`config.mk`:
```
export PLATFORM = sky130hd
export DESIGN_NAME = fault_campaign_controller
export DESIGN_NICKNAME = d
export VERILOG_FILES = /design/src/rtl/fault_campaign_controller_pkg.sv /design/src/rtl/fault_campaign_controller_lfsr16.sv /design/src/rtl/fault_campaign_controller.sv
export SDC_FILE = /design/constraint.sdc
export NUM_CORES = 1
export LEC_CHECK = 0
export CAP_MARGIN = 20
export CORE_ASPECT_RATIO = 1.75
export CORE_MARGIN = 4
export CORE_UTILIZATION = 48
export CTS_CLUSTER_DIAMETER = 100
export DETAILED_ROUTE_END_ITERATION = 10
export GPL_ROUTABILITY_DRIVEN = 0
export GPL_TIMING_DRIVEN = 0
export PLACE_DENSITY = 0.77
export SYNTH_ARGS = -nofsm -noshare
export SYNTH_HDL_FRONTEND = slang
export SYNTH_SLANG_ARGS = --single-unit
```
`constraint.sdc`:
```
create_clock -name clk -period 4.6 [get_ports clk]
set_input_delay 0.46 -clock clk [delete_from_list [all_inputs] [get_ports clk]]
set_output_delay 0.46 -clock clk [all_outputs]
set_load 0.01 [all_outputs]
```
`src/rtl/fault_campaign_controller_pkg.sv`:
```
// Shared types and constants for the fault campaign controller and its LFSR.
package fault_campaign_controller_pkg;

    localparam int unsigned LFSR_W      = 16;
    localparam logic [15:0] LFSR_TAPS   = 16'hB400;
    localparam logic [2:0]  VOTER_AGREE = 3'b000;

    typedef enum logic [1:0] {
        MODE_OFF      = 2'd0,
        MODE_SINGLE   = 2'd1,
        MODE_PERIODIC = 2'd2,
        MODE_RANDOM   = 2'd3
    } mode_t;

    typedef enum logic [2:0] {
        ST_IDLE     = 3'd0,
        ST_DELAY    = 3'd1,
        ST_INJECT   = 3'd2,
        ST_WAIT_DET = 3'd3,
        ST_GAP      = 3'd4,
        ST_DONE     = 3'd5
    } state_t;

    typedef struct packed {
        mode_t      mode;
        logic [2:0] mask;
        logic [7:0] num_faults;
    } campaign_cfg_t;

    function automatic logic [7:0] sat_inc8(input logic [7:0] x);
        return (x == 8'hFF) ? x : x + 8'd1;
    endfunction

    // One-hot core choice: start at sel (3 folds to A), walk A->B->C to the first masked core.
    function automatic logic [2:0] pick_core(input logic [1:0] sel, input logic [2:0] mask);
        logic [2:0] onehot;
        logic       found;
        logic [1:0] first;
        logic [1:0] idx;
        onehot = 3'b000;
        found  = 1'b0;
        first  = (sel == 2'd3) ? 2'd0 : sel;
        for (int unsigned i = 0; i < 3; i++) begin
            idx = 2'((32'(first) + i) % 3);
            if (!found && mask[idx]) begin
                onehot[idx] = 1'b1;
                found       = 1'b1;
            end
        end
        return onehot;
    endfunction

endpackage

```
`src/rtl/fault_campaign_controller_lfsr16.sv`:
```
// 16-bit Galois LFSR; free-running outside reset, a zero seed is forced to 1.
module lfsr16
    import fault_campaign_controller_pkg::*;
(
    input  logic              clk,
    input  logic              rst_in,
    input  logic [LFSR_W-1:0] seed,
    output logic [LFSR_W-1:0] q
);

    logic [LFSR_W-1:0] seed_eff;

    assign seed_eff = (seed == '0) ? LFSR_W'(1) : seed;

    always_ff @(posedge clk) begin
        if (rst_in) begin
            q <= seed_eff;
        end else begin
            q <= {1'b0, q[LFSR_W-1:1]} ^ (q[0] ? LFSR_TAPS : '0);
        end
    end

endmodule

```
`src/rtl/fault_campaign_controller.sv`:
```
// Runs single-shot, periodic or random error-injection campaigns on the TMR cores
// and tallies voter detections against the injections.
module fault_campaign_controller
    import fault_campaign_controller_pkg::*;
#(
    parameter logic [15:0] SEED           = 16'hACE1,
    parameter int unsigned DETECT_TIMEOUT = 16,
    parameter int unsigned CNT_W          = 16
) (
    input  logic             clk,
    input  logic             rst_in,
    input  logic             start,
    input  logic             stop,
    input  logic [1:0]       mode,
    input  logic [2:0]       core_mask,
    input  logic [CNT_W-1:0] delay,
    input  logic [CNT_W-1:0] period,
    input  logic [7:0]       num_faults,
    input  logic             core_hold,
    input  logic [2:0]       Voter_state,
    output logic             Core_A_inject_error,
    output logic             Core_B_inject_error,
    output logic             Core_C_inject_error,
    output logic             busy,
    output logic             done,
    output logic [7:0]       faults_injected,
    output logic [7:0]       faults_detected,
    output logic             missed_detect
);

    localparam int unsigned T_W = (DETECT_TIMEOUT > 1) ? $clog2(DETECT_TIMEOUT) : 1;

    state_t            state;
    state_t            state_d;
    campaign_cfg_t     cfg;
    logic [CNT_W-1:0]  cnt;
    logic [CNT_W-1:0]  period_q;
    logic [CNT_W-1:0]  gap_load;
    logic [T_W-1:0]    tcnt;
    logic [LFSR_W-1:0] lfsr;
    logic [2:0]        strobe;
    logic              accept;
    logic              voter_hit;
    logic              wait_exit;
    logic              campaign_end;

    lfsr16 u_lfsr (
        .clk    (clk),
        .rst_in (rst_in),
        .seed   (SEED),
        .q      (lfsr)
    );

    assign accept       = start && (mode != MODE_OFF) && (core_mask != 3'b000) &&
                          ((mode == MODE_SINGLE) || (num_faults != 8'd0));
    assign voter_hit    = (Voter_state != VOTER_AGREE);
    assign wait_exit    = voter_hit || (tcnt == '0);
    assign campaign_end = (cfg.mode == MODE_SINGLE) || (faults_injected == cfg.num_faults);
    assign gap_load     = (cfg.mode == MODE_RANDOM) ? (CNT_W'(lfsr) & period_q)
                                                    : (period_q - CNT_W'(1));

    // State register
    always_ff @(posedge clk) begin
        if (rst_in) begin
            state <= ST_IDLE;
        end else begin
            state <= state_d;
        end
    end

    // Next-state decision; the zero-cycle NEXT step is folded into WAIT_DET's exit
    always_comb begin
        state_d = state;
        if (stop) begin
            state_d = ST_IDLE;
        end else begin
            case (state)
                ST_IDLE, ST_DONE: if (accept) state_d = ST_DELAY;
                ST_DELAY:         if (!core_hold && cnt == '0) state_d = ST_INJECT;
                ST_INJECT:        if (!core_hold) state_d = ST_WAIT_DET;
                ST_WAIT_DET:      if (!core_hold && wait_exit)
                                      state_d = campaign_end ? ST_DONE : ST_GAP;
                ST_GAP:           if (!core_hold && cnt == '0) state_d = ST_INJECT;
                default:          state_d = ST_IDLE;
            endcase
        end
    end

    // Campaign config, timers and status counters
    always_ff @(posedge clk) begin
        if (rst_in) begin
            cfg             <= '0;
            period_q        <= '0;
            cnt             <= '0;
            tcnt            <= '0;
            faults_injected <= '0;
            faults_detected <= '0;
            missed_detect   <= 1'b0;
        end else if (!stop) begin
            case (state)
                ST_IDLE, ST_DONE: begin
                    if (accept) begin
                        cfg.mode        <= mode_t'(mode);
                        cfg.mask        <= core_mask;
                        cfg.num_faults  <= num_faults;
                        period_q        <= period;
                        cnt             <= delay;
                        faults_injected <= '0;
                        faults_detected <= '0;
                        missed_detect   <= 1'b0;
                    end
                end
                ST_DELAY, ST_GAP: begin
                    if (!core_hold && cnt != '0) cnt <= cnt - CNT_W'(1);
                end
                ST_INJECT: begin
                    if (!core_hold) begin
                        tcnt            <= T_W'(DETECT_TIMEOUT - 1);
                        faults_injected <= sat_inc8(faults_injected);
                    end
                end
                ST_WAIT_DET: begin
                    if (!core_hold) begin
                        if (voter_hit) begin
                            faults_detected <= sat_inc8(faults_detected);
                            cnt             <= gap_load;
                        end else if (tcnt == '0) begin
                            missed_detect <= 1'b1;
                            cnt           <= gap_load;
                        end else begin
                            tcnt <= tcnt - T_W'(1);
                        end
                    end
                end
                default: ;
            endcase
        end
    end

    // Strobes are only live in an unheld, unaborted INJECT cycle
    always_comb begin
        strobe = 3'b000;
        if (state == ST_INJECT && !core_hold && !stop && !rst_in) begin
            strobe = (cfg.mode == MODE_RANDOM) ? pick_core(lfsr[1:0], cfg.mask) : cfg.mask;
        end
        Core_A_inject_error = strobe[0];
        Core_B_inject_error = strobe[1];
        Core_C_inject_error = strobe[2];
        busy = (state != ST_IDLE) && (state != ST_DONE);
        done = (state == ST_DONE);
    end

endmodule

```
==> implementation parameters <==
Parameter                              Value

Timing
  Count of final setup violators ... 0
  Slew at the pin with the worst max-slew slack ... roughly 0.73 ns
  Min Tclk post-route ... between 3 and 4 ns
  Final count of hold timing violations ... 0
  Portion of the clock cycle consumed by the worst path in the final layout ... 0.753
  Final WS setup ... ~1.1 ns
  Max Freq ... around 290 MHz
  RSZ-0062 raised after global routing ... false
  Pins Over Slew Limit ... 0
  Final-layout setup total negative slack ... 0 ns
  Relative slew margins ... 0.507
  Layout Skew ... 0.00660 ns

Placed design
  Inst Count DP ... 751
  Setup Slack @ Placement ... 1.27 ns
  Port-buffer cells ... 73
  Placed standard-cell area ... around 5600 um^2
  HPWL after detailed placement ... 10,100 um

Setup path
  Max stage delay on crit path ... roughly 0.56 ns
  Slowest-stage cell, CP ... sky130_fd_sc_hd__clkdlybuf4s50_1
  Worst flop-to-flop path startpoint ... state[1]
  Category of cells accounting for the largest share of critical-path delay ... buffers and inverters
  Cell Chain, Critical Path ... clkbuf_1, inv_1, ha_1, or3_1, a21oi_1, a221oi_1, a21oi_1, clkdlybuf4s50_1
  Data arrival at the endpoint of the critical path ... ~3 ns
  Internal reg-to-reg setup slack ... between 1.5 and 2 ns
  Critical-path maximum fanout ... 7
  Worst Path Required ... just over 4 ns
  Crit path capture type ... output port
  Most common cell type on the critical path ... sky130_fd_sc_hd__a21oi_1
  Buffers and inverters on the worst path ... 3
  Category of the most critical setup path ... register to output port
  Endpoint of the worst-slack reg-to-reg timing path ... cnt[8]
  Critical path origin ... u_lfsr.q[0]
  Nature of the critical path startpoint ... register
  Number of cells traversed by the worst register-to-register path ... 8

Outcome
  Outcome ... complete, no violations

Power
  Internal power ... 1.37 mW
  Total net switching power ... approximately 0.56 mW
  Cell leakage power ... about 2.3 nW
  Clock power frac ... 0.383
  Register share of total power ... 0.420
  Sw frac ... 0.289
  Max VDD drop ... 0.000262 V
  Combinational fraction of design power ... 0.197
  Ratio of total power to cell area ... between 300 and 400 nW/um^2

Clock network
  Clock buffer count from CTS ... 9
  Clock latency at the later pin of the worst-skew pair ... around 0.35 ns
  Maximum level of the CTS H-tree ... 3
  Clk buf depth ... 2
  Number of cells upsized or downsized after cts ... 0
  Total setup buffers inserted after CTS ... 0
  TritonCTS clock tree ... done
  Clock input transition at the sequential cells of the worst setup and hold paths ... 0.06 ns
  Clock Sink Count ... 85
  Clock tree root driver cell ... sky130_fd_sc_hd__clkbuf_16
  Cts hold-fix bufs ... 0

Cells and area
  Final core utilization ... 0.617
  FF+latch area ... around 1700 um^2
  Footprint of the multi-input gates ... 2790 um^2
  Layout cell share with drive strength beyond 1 ... 0.0698
  Post-layout net count ... between 700 and 800
  Post-layout instance area ... ~5900 um^2
  Fill count ... 873
  Synthesis-to-finish area growth ... 25.2%
  Commonest cells after routing, fill and taps aside ... sky130_fd_sc_hd__dfxtp_1, sky130_fd_sc_hd__clkdlybuf4s50_1, sky130_fd_sc_hd__nor2_1
  Most common cell after layout, fill and taps aside ... sky130_fd_sc_hd__dfxtp_1
  Post-route non-filler standard cell count ... between 700 and 800
  Number of antenna diodes ... 0

Floorplanning
  Effective utilization at floorplan ... 0.493
  Area of the die ... between 10,000 and 15,000 um^2
  CORE AREA ... approximately 9500 um^2
  Die Y-Extent ... around 140 um
  Width of the die ... 82.7 um
  Standard-cell rows ... 47
  Count of pins on the block boundary ... 75

Logic synthesis
  Number of standard cells after synthesis ... 556
  Biggest area contributors in the synthesized netlist ... sky130_fd_sc_hd__dfxtp_1, sky130_fd_sc_hd__mux2i_1, sky130_fd_sc_hd__nor2_1, sky130_fd_sc_hd__a21oi_1, sky130_fd_sc_hd__nand2_1
  Mapped cell area ... around 4700 um^2
  Synth unique cells ... 71
  Library cell occupying the most area in the post-synthesis netlist ... sky130_fd_sc_hd__dfxtp_1
  EDFF count, synth ... 0
  FF+latch count, synth ... 85
  Top-area cell type share of the netlist area ... 0.363
  Post-synth top flop ... sky130_fd_sc_hd__dfxtp_1
  Count of warnings emitted by yosys ... 0
  Mean Syn Cell Area ... about 8.4 um^2
  Sequential fraction of the synthesis area ... 0.363
  Net count after synthesis ... between 600 and 700
  Proportion of synthesized flip-flops having asynchronous set or reset ... 0

Global routing
  Initial antenna violation count ... 0
  Global-route wire length before repair ... 21,800 um
  Largest net degree at the start of global routing ... 16
  Final global-route overflow total ... 0
  Via count of the first global-routing pass ... roughly 4,600
  Global-route total usage across every layer ... 0.242

Drt
  First-pass iteration count of the detailed router ... 5
  Iteration-0 DRC count of the detailed router ... approximately 310
  DRC violations left ... 0
  Count of antenna-violating nets left after detailed routing ... 0
  Final routed wire length divided by cell count ... approximately 17 um
  Vias after detailed routing ... about 4,600
  Final wirelength ... between 10,000 and 15,000 um
  Avg Vias per Cell ... approximately 6.0

Min path
  Endpoint of the worst hold path ... u_lfsr.q[5]
  Worst Hold Class ... register to register
  Worst hold start ... u_lfsr.q[6]
  Hold Path Depth ... 1

Run
  Max-capacitance violation count ... 0
[worst max path at each step]
stage	to	slack (ns)	cells after the start
2_1_floorplan	Core_C_inject_error	2.21	7
3_3_place_gp	Core_A_inject_error	1.32	6
3_5_place_dp	Core_A_inject_error	1.27	6
4_1_cts	Core_C_inject_error	1.15	8
5_1_grt	Core_B_inject_error	0.93	8
6_report	Core_C_inject_error	1.14	8
[sequential cells by signal, indices dropped and copies added (netlist names)]
register         count
cfg                 13
cnt                 16
faults_detected      8
faults_injected      8
missed_detect        1
period_q            16
state                3
tcnt                 4
u_lfsr.q            16
[worst reg2reg max path, delay by kind of cell, from the launching register on]
| family | cells | cell delay (ns) |
|---|---|---|
| and+or+nand+nor | 4 | 1.34 |
| DFF | 1 | 0.30 |
| AOI/OAI and AO/OA | 2 | 0.32 |
| buffers and inverters | 2 | 0.65 |
[power groups by stage]
| stage | Combinational, mW | Sequential [mW] | Clock (mW) |
|---|---|---|---|
| floorplan | 0.251 | 0.813 | 0 |
| global placement | 0.364 | 0.821 | 0 |
| detailed placement | 0.373 | 0.823 | 0 |
| CTS | 0.376 | 0.806 | 0.742 |
| global route | 0.415 | 0.811 | 0.773 |
| finish | 0.380 | 0.807 | 0.737 |
[logic make-up (layout without fill, tap and decap cells)]
group	after synthesis	in the layout	synth area share
flip-flops	85	85	0.363
AND/OR/NAND/NOR	218	218	0.238
buffers and inverters	46	135	0.0421
multiplexers	38	38	0.0816
adder cells (fa/ha/maj)	10	10	0.0267
AO/OA/AOI/OAI	130	130	0.193
XOR/XNOR	29	29	0.0557
[routing by layer]
metal	wire, um	track usage	up-vias
met1	5200	0.277	2167
met2	6720	0.399	193
met5	0	0	-
li1	-	-	2185
met3	678	0.0436	56
met4	763	0.152	0
[layout make-up]
type	count	share of cell area
clock inverters	7	0.0126
multi-input cells	425	0.475
plain buffers	31	0.0241
clock buffers	9	0.0383
repair buffers	73	0.124
inverters	15	0.00958
well taps	122	0.0260
flip-flops and latches	85	0.290
[cells in the mapped netlist, types with 7 or more instances]
master,instances
sky130_fd_sc_hd__a21oi_1,33
sky130_fd_sc_hd__and3_1,8
sky130_fd_sc_hd__clkbuf_1,21
sky130_fd_sc_hd__dfxtp_1,85
sky130_fd_sc_hd__ha_1,10
sky130_fd_sc_hd__inv_1,13
sky130_fd_sc_hd__mux2i_1,36
sky130_fd_sc_hd__nand2_1,39
sky130_fd_sc_hd__nand3_1,13
sky130_fd_sc_hd__nand4_1,8
sky130_fd_sc_hd__nor2_1,68
sky130_fd_sc_hd__nor2b_1,13
sky130_fd_sc_hd__nor3_1,15
sky130_fd_sc_hd__o21ai_0,28
sky130_fd_sc_hd__o31ai_1,7
sky130_fd_sc_hd__or4_1,9
sky130_fd_sc_hd__xnor2_1,16
sky130_fd_sc_hd__xor2_1,12
[per-stage QoR]
step	total power [mW]	hold slack [ns]
2_1_floorplan	1.06	0.409
5_1_grt	2.00	0.460
6_report	1.92	0.450
3_5_place_dp	1.20	0.427
4_1_cts	1.92	0.451
3_3_place_gp	1.19	0.418
(Power assumes the default switching activity.)
